===== src/rtl/sram_like_arbiter_pkg.sv =====
`default_nettype none
// ============================================================================
// Module   : sram_like_arbiter_pkg
// Purpose  : Shared state encodings, owner codes and size constant for the
//            sram-like bus arbiter.
// Revision : 1.0 - initial release
// ============================================================================
package sram_like_arbiter_pkg;

    // Arbiter state: arbitration bubble, address handshake, data wait
    typedef enum logic [1:0] {
        ST_IDLE = 2'd0,
        ST_ADDR = 2'd1,
        ST_DATA = 2'd2
    } st_e;

    // Owner encoding, also used as the index of the port in req/gnt vectors
    localparam logic OWN_INST = 1'b0;
    localparam logic OWN_DATA = 1'b1;

    // The instruction port always fetches whole words
    localparam logic [1:0] SIZE_WORD = 2'b10;

endpackage : sram_like_arbiter_pkg
`default_nettype wire


===== src/rtl/sram_like_arbiter_rr_arb2.sv =====
`default_nettype none
// ============================================================================
// Module   : rr_arb2
// Purpose  : Two-input round-robin picker. Pure combinational; on contention
//            the port that did not own the last completed grant wins.
// Revision : 1.0 - initial release
// ============================================================================
module rr_arb2 (
    input  logic [1:0] req_i,
    input  logic       last_i,
    output logic [1:0] gnt_o
);

    // One-hot grant: single requester wins outright, a tie goes to !last
    always_comb begin
        gnt_o = 2'b00;
        case (req_i)
            2'b01:   gnt_o = 2'b01;
            2'b10:   gnt_o = 2'b10;
            2'b11:   gnt_o = last_i ? 2'b01 : 2'b10;
            default: gnt_o = 2'b00;
        endcase
    end

endmodule : rr_arb2
`default_nettype wire


===== src/rtl/sram_like_arbiter.sv =====
`default_nettype none
// ============================================================================
// Module   : sram_like_arbiter
// Purpose  : Two-to-one arbiter (inst read-only port, data read/write port)
//            in front of a single sram-like bridge. One transaction in flight,
//            round-robin on contention, handshakes routed to the owner only.
// Revision : 1.0 - initial release
// ============================================================================
module sram_like_arbiter
    import sram_like_arbiter_pkg::*;
#(
    parameter int AW = 32,
    parameter int DW = 32
) (
    input  logic          clk,
    input  logic          rst,
    // instruction port
    input  logic          i_req,
    input  logic [AW-1:0] i_addr,
    output logic [DW-1:0] i_rdata,
    output logic          i_addr_ok,
    output logic          i_data_ok,
    // data port
    input  logic          d_req,
    input  logic          d_wr,
    input  logic [1:0]    d_size,
    input  logic [AW-1:0] d_addr,
    input  logic [DW-1:0] d_wdata,
    output logic [DW-1:0] d_rdata,
    output logic          d_addr_ok,
    output logic          d_data_ok,
    // bridge side
    output logic          m_req,
    output logic          m_wr,
    output logic [1:0]    m_size,
    output logic [AW-1:0] m_addr,
    output logic [DW-1:0] m_wdata,
    input  logic [DW-1:0] m_rdata,
    input  logic          m_addr_ok,
    input  logic          m_data_ok
);

    st_e  st_q,   st_d;
    logic own_q,  own_d;
    logic last_q, last_d;

    logic [1:0] w_gnt;
    logic       w_owner_req;

    rr_arb2 u_rr_arb2 (
        .req_i  ({d_req, i_req}),
        .last_i (last_q),
        .gnt_o  (w_gnt)
    );

    assign w_owner_req = (own_q == OWN_DATA) ? d_req : i_req;

    // State, owner and round-robin history registers
    always_ff @(posedge clk) begin
        if (rst) begin
            st_q   <= ST_IDLE;
            own_q  <= OWN_INST;
            last_q <= OWN_INST;
        end else begin
            st_q   <= st_d;
            own_q  <= own_d;
            last_q <= last_d;
        end
    end

    // Next-state logic and combinational decode of all bus outputs
    always_comb begin
        st_d      = st_q;
        own_d     = own_q;
        last_d    = last_q;
        m_req     = 1'b0;
        m_wr      = 1'b0;
        m_size    = 2'b00;
        m_addr    = '0;
        m_wdata   = '0;
        i_addr_ok = 1'b0;
        i_data_ok = 1'b0;
        i_rdata   = '0;
        d_addr_ok = 1'b0;
        d_data_ok = 1'b0;
        d_rdata   = '0;

        case (st_q)
            ST_IDLE: begin
                if (|w_gnt) begin
                    own_d = w_gnt[1] ? OWN_DATA : OWN_INST;
                    st_d  = ST_ADDR;
                end
            end

            ST_ADDR: begin
                m_req = w_owner_req;
                if (own_q == OWN_DATA) begin
                    m_wr    = d_wr;
                    m_size  = d_size;
                    m_addr  = d_addr;
                    m_wdata = d_wdata;
                end else begin
                    m_wr    = 1'b0;
                    m_size  = SIZE_WORD;
                    m_addr  = i_addr;
                end
                // A dropped request before acceptance is a flush: back to
                // arbitration without touching the round-robin history.
                if (!w_owner_req) begin
                    st_d = ST_IDLE;
                end else if (m_addr_ok) begin
                    if (own_q == OWN_DATA) d_addr_ok = 1'b1;
                    else                   i_addr_ok = 1'b1;
                    st_d = ST_DATA;
                end
            end

            ST_DATA: begin
                // Owner's req is ignored here: an accepted access must finish
                if (m_data_ok) begin
                    if (own_q == OWN_DATA) begin
                        d_data_ok = 1'b1;
                        d_rdata   = m_rdata;
                    end else begin
                        i_data_ok = 1'b1;
                        i_rdata   = m_rdata;
                    end
                    last_d = own_q;
                    st_d   = ST_IDLE;
                end
            end

            default: st_d = ST_IDLE;
        endcase
    end

endmodule : sram_like_arbiter
`default_nettype wire


===== config.mk =====
export PLATFORM = sky130hd
export DESIGN_NAME = sram_like_arbiter
export DESIGN_NICKNAME = d
export VERILOG_FILES = /design/src/rtl/sram_like_arbiter_pkg.sv /design/src/rtl/sram_like_arbiter_rr_arb2.sv /design/src/rtl/sram_like_arbiter.sv
export SDC_FILE = /design/constraint.sdc
export NUM_CORES = 1
export LEC_CHECK = 0
export BUFFER_PORTS_ARGS = -buffer_cell sky130_fd_sc_hd__buf_2
export CORE_AREA = 2 2 105 107
export DETAILED_ROUTE_END_ITERATION = 8
export DIE_AREA = 0 0 107 109
export PLACE_DENSITY_LB_ADDON = 0.15
export SLEW_MARGIN = 30
export SYNTH_ARGS = -nofsm -noshare
export SYNTH_HDL_FRONTEND = slang
export SYNTH_SLANG_ARGS = --single-unit
export TNS_END_PERCENT = 20

===== constraint.sdc =====
create_clock -name clk -period 1 [get_ports clk]
set_input_delay 0 -clock clk [delete_from_list [all_inputs] [get_ports clk]]
set_output_delay 0 -clock clk [all_outputs]
set_load 0.005 [all_outputs]

==> metrics.md <==
| Metric | Value |
|---|---|
| Residual DRC | 0 |
| Internal power | 1.18 mW |
| DR iter-0 viols | 85 |
| Final ANT Viol Nets | 0 |
| CTS root buf | clkbuf_8 |
| Fin. Hold Viols | 0 |
| Worst Hold Class | in -> reg |
| Setup WS post-layout | -0.305 ns |
| Asr flop ratio synth | 0% |
| Critical path type | reg -> out |
| Post-synth EDFFs | 0 |
| Total die area | 11,700 um2 |
| Vias | 2,507 |
| Ant diodes | 0 |
| Final GP Congestion | 0.723 |
| Area of the multi-input gates | 1260 um2 |
| Clk pwr share | 19.2% |
| Worst-path fanout max | 23 |
| CP max stage cell | and4b_4 |
| Final core occ | 31.5% |
| Hold-fix buffers, CTS | 0 |
| Synth Area in Simple Gates | 59.1% |
| Cell Count, Final, Fillers Out | 632 |
| RSZ-0062 raised after global routing | yes |
| Sw Share | 34.0% |
| Critical Path RT | 1.00 ns |
| Worst reg2reg setup slack | -0.13 ns |
| Crit end category | output pin |
| Yosys warnings | 0 |
| Synth Area in XOR/XNOR | 0% |
| Period utilisation layout | 130% |
| CTS tree | built |
| PortBufs | 272 |
| Starting Density | 13.8% |
| Power Density | 537 nW/um2 |
| Via-per-instance ratio | 3.97 |
| Vert. Die Dim | 109 um |
| Slew at the pin with the worst max-slew slack | 0.271 ns |
| Nets | 631 |
| Worst EP arrival | 1.30 ns |
| Setup_tns | -35.73 ns |
| Final hold slack | 0.0218 ns |
| Area Growth Syn to Fin | 128% |
| R2R Path Start | st_q[1]$_SDFFE_PP0P_ |
| Final setup viols | 140 |
| Clock-pin slew on the worst setup and hold paths | 0.03 ns |
| Die W | 107 um |
| Detailed Routing Iterations Pass 1 | 4 |
| Gr usage total | 11.1% |
| Fill cell count | 1,137 |
| Max-cap viol count | 0 |
| Avg Cell Area, Syn | 6.78 um2 |
| Clk buf depth | 2 |
| Maximum vdd drop | 0.319 mV |
| FF+latch area | 88.8 um2 |
| Tmin final | 1.30 ns |
| Worst-Skew Late Latency | 0.22 ns |
| First-pass GRT wire length | 10,400 um |
| FMAX | 0.766 GHz |
| Initial antenna violation count | 0 |
| Placed Instances | 618 |
| Routed WL | 7710 um |
| Vias in the first global route | 2,124 |
| Hold depth | 2 |
| Crit path max-delay family | simple AND/OR/NAND/NOR gates |
| Clk sinks | 4 |
| Flop pwr share | 10.9% |
| Global route overflow | 0 |
| Top cell type's share of synthesized area | 27.4% |
| Area leader, netlist | and2_1 |
| Setup crit start kind | flip-flop |
| Io pins | 273 |
| HPWL after DPL | 6290 um |
| Hold_sp | rst |
| Core Rows | 38 |
| Layout cell share with drive strength beyond 1 | 63.4% |
| Status | finished, violations left |
| Cells after Synth | 216 |
| H-Tree Level Count | 1 |
| Netlist cell types | 25 |
| P_sw | 0.609 mW |
| Hold Path End | last_q$_SDFFE_PP0P_ |
| Relative slew slack | 81.4% |
| Mux cell area share after synthesis | 22.6% |
| Reg-to-Reg End | st_q[1]$_SDFFE_PP0P_ |
| Placement Cell Area | 3020 um2 |
| Total power | 1.79 mW |
| CP Cell Sequence | and4b_4 -> buf_12 -> and2_1 -> buf_2 |
| Synth Cell Area | 1460 um2 |
| CP Buf/Inv Count | 2 |
| Synth Area in Adders | 0% |
| TritonCTS buffer count | 3 |
| Top cells by area, synth | and2_1, mux2i_1, and3_1 |
| CP max stage delay | 0.36 ns |
| Synth Area in Compound Gates | 2.82% |
| Sequential share of the synthesized area | 5.47% |
| Clock Skews | 0.00310 ns |
| Syn nets | 353 |
| Dominant synthesized flop cell | dfxtp_1 |
| Core area | 10,600 um2 |
| Number of synthesized register bits | 4 |
| Cell leakage power | 2.19 nW |
| Final slew viol count | 0 |
| Violated checks | negative setup slack |
| Routed wire per std cell | 12.2 um |
| Combinational share of power | 69.9% |
| Largest family of logic cells by synthesized area | simple AND/OR/NAND/NOR gates |
| Final Instance Area | 3340 um2 |
| Largest net degree at the start of global routing | 35 |
| R2R depth | 5 |
| Dpl ws | -0.161 ns |
## timing repair
action | in CTS | in global routing
hold endpoints to repair | 0 | 0
buffers inserted | 4 | 2
setup endpoints to repair | 140 | 140
gates resized for setup | 12 | 4
pin swaps | 18 | 4
gates cloned | 4 | 1
## power by group through the flow
stage	sequential, mW	clock (mW)	combinational, mW
final	0.195	0.343	1.25
after global routing	0.198	0.359	1.37
after CTS	0.196	0.355	1.21
after detailed placement	0.197	0	1.02
after global placement	0.198	0	1.02
after floorplan	0.176	0	0.490
## placed cells by master, fill, tap and decap left out, drive strengths merged, types with 2 or more instances in the layout
cell type and n:
nand3b 2, clkbuf 4, nor2 40, nand2 3, a21oi 2, dfxtp 4, bufbuf 3, and2 64
mux2i 33, and3 34, inv 2, buf 292
## synth_stat cells, types with 2 or more instances
| cell type | count |
|---|---|
| buf_6 | 4 |
| dfxtp_1 | 4 |
| and2_1 | 64 |
| mux2i_1 | 33 |
| and3_1 | 34 |
| buf_4 | 3 |
| nand2_1 | 3 |
| nor2_1 | 39 |
| buf_2 | 10 |
| clkbuf_1 | 6 |
| inv_1 | 2 |
## final cells by class
class / instances / share of cell area (%)
Clock buffer: 3 / 1.24
Multi-Input combinational cell: 187 / 37.7
Inverter: 2 / 0.225
Timing Repair Buffer: 296 / 52.9
Tap cell: 140 / 5.25
Sequential cell: 4 / 2.66
## worst max path at each step
stage / depth (start not counted) / from / slack (ns) / endpoint
after floorplan: 5 / st_q[0]$_SDFFE_PP0P_ / -0.05 / last_q$_SDFFE_PP0P_
after global placement: 4 / own_q$_SDFFE_PP0P_ / -0.16 / m_addr[26]
after detailed placement: 4 / own_q$_SDFFE_PP0P_ / -0.16 / m_addr[26]
after CTS: 4 / st_q[0]$_SDFFE_PP0P_ / -0.32 / d_rdata[2]
after global routing: 4 / own_q$_SDFFE_PP0P_ / -0.37 / m_addr[25]
final: 4 / st_q[0]$_SDFFE_PP0P_ / -0.30 / d_rdata[2]
## metal layers
metal / vias to the layer above / wire [um] / track usage, %
met4: 0 / 53 / 2.78
met3: 4 / 815 / 2.39
met1: 1080 / 2630 / 11.2
met2: 160 / 4210 / 23.0
li1: 1263 / - / -
met5: - / 0 / 0
## worst register-to-register path: cells and delay by family (launching register included)
kind	cells	cell delay [ns]
buffers and inverters	2	0.28
AND/OR/NAND/NOR	2	0.29
AO/OA/AOI/OAI	1	0.12
flip-flops	1	0.35
## state kept, by name, indices dropped and copies added, names as in the netlist
register  count
st_q          2
last_q        1
own_q         1
## logic make-up after synthesis
family,after synthesis
flops,4
compound gates,5
simple gates,149
buf+inv,25
mux,33
Note: power is estimated with default switching activity, not from simulation.
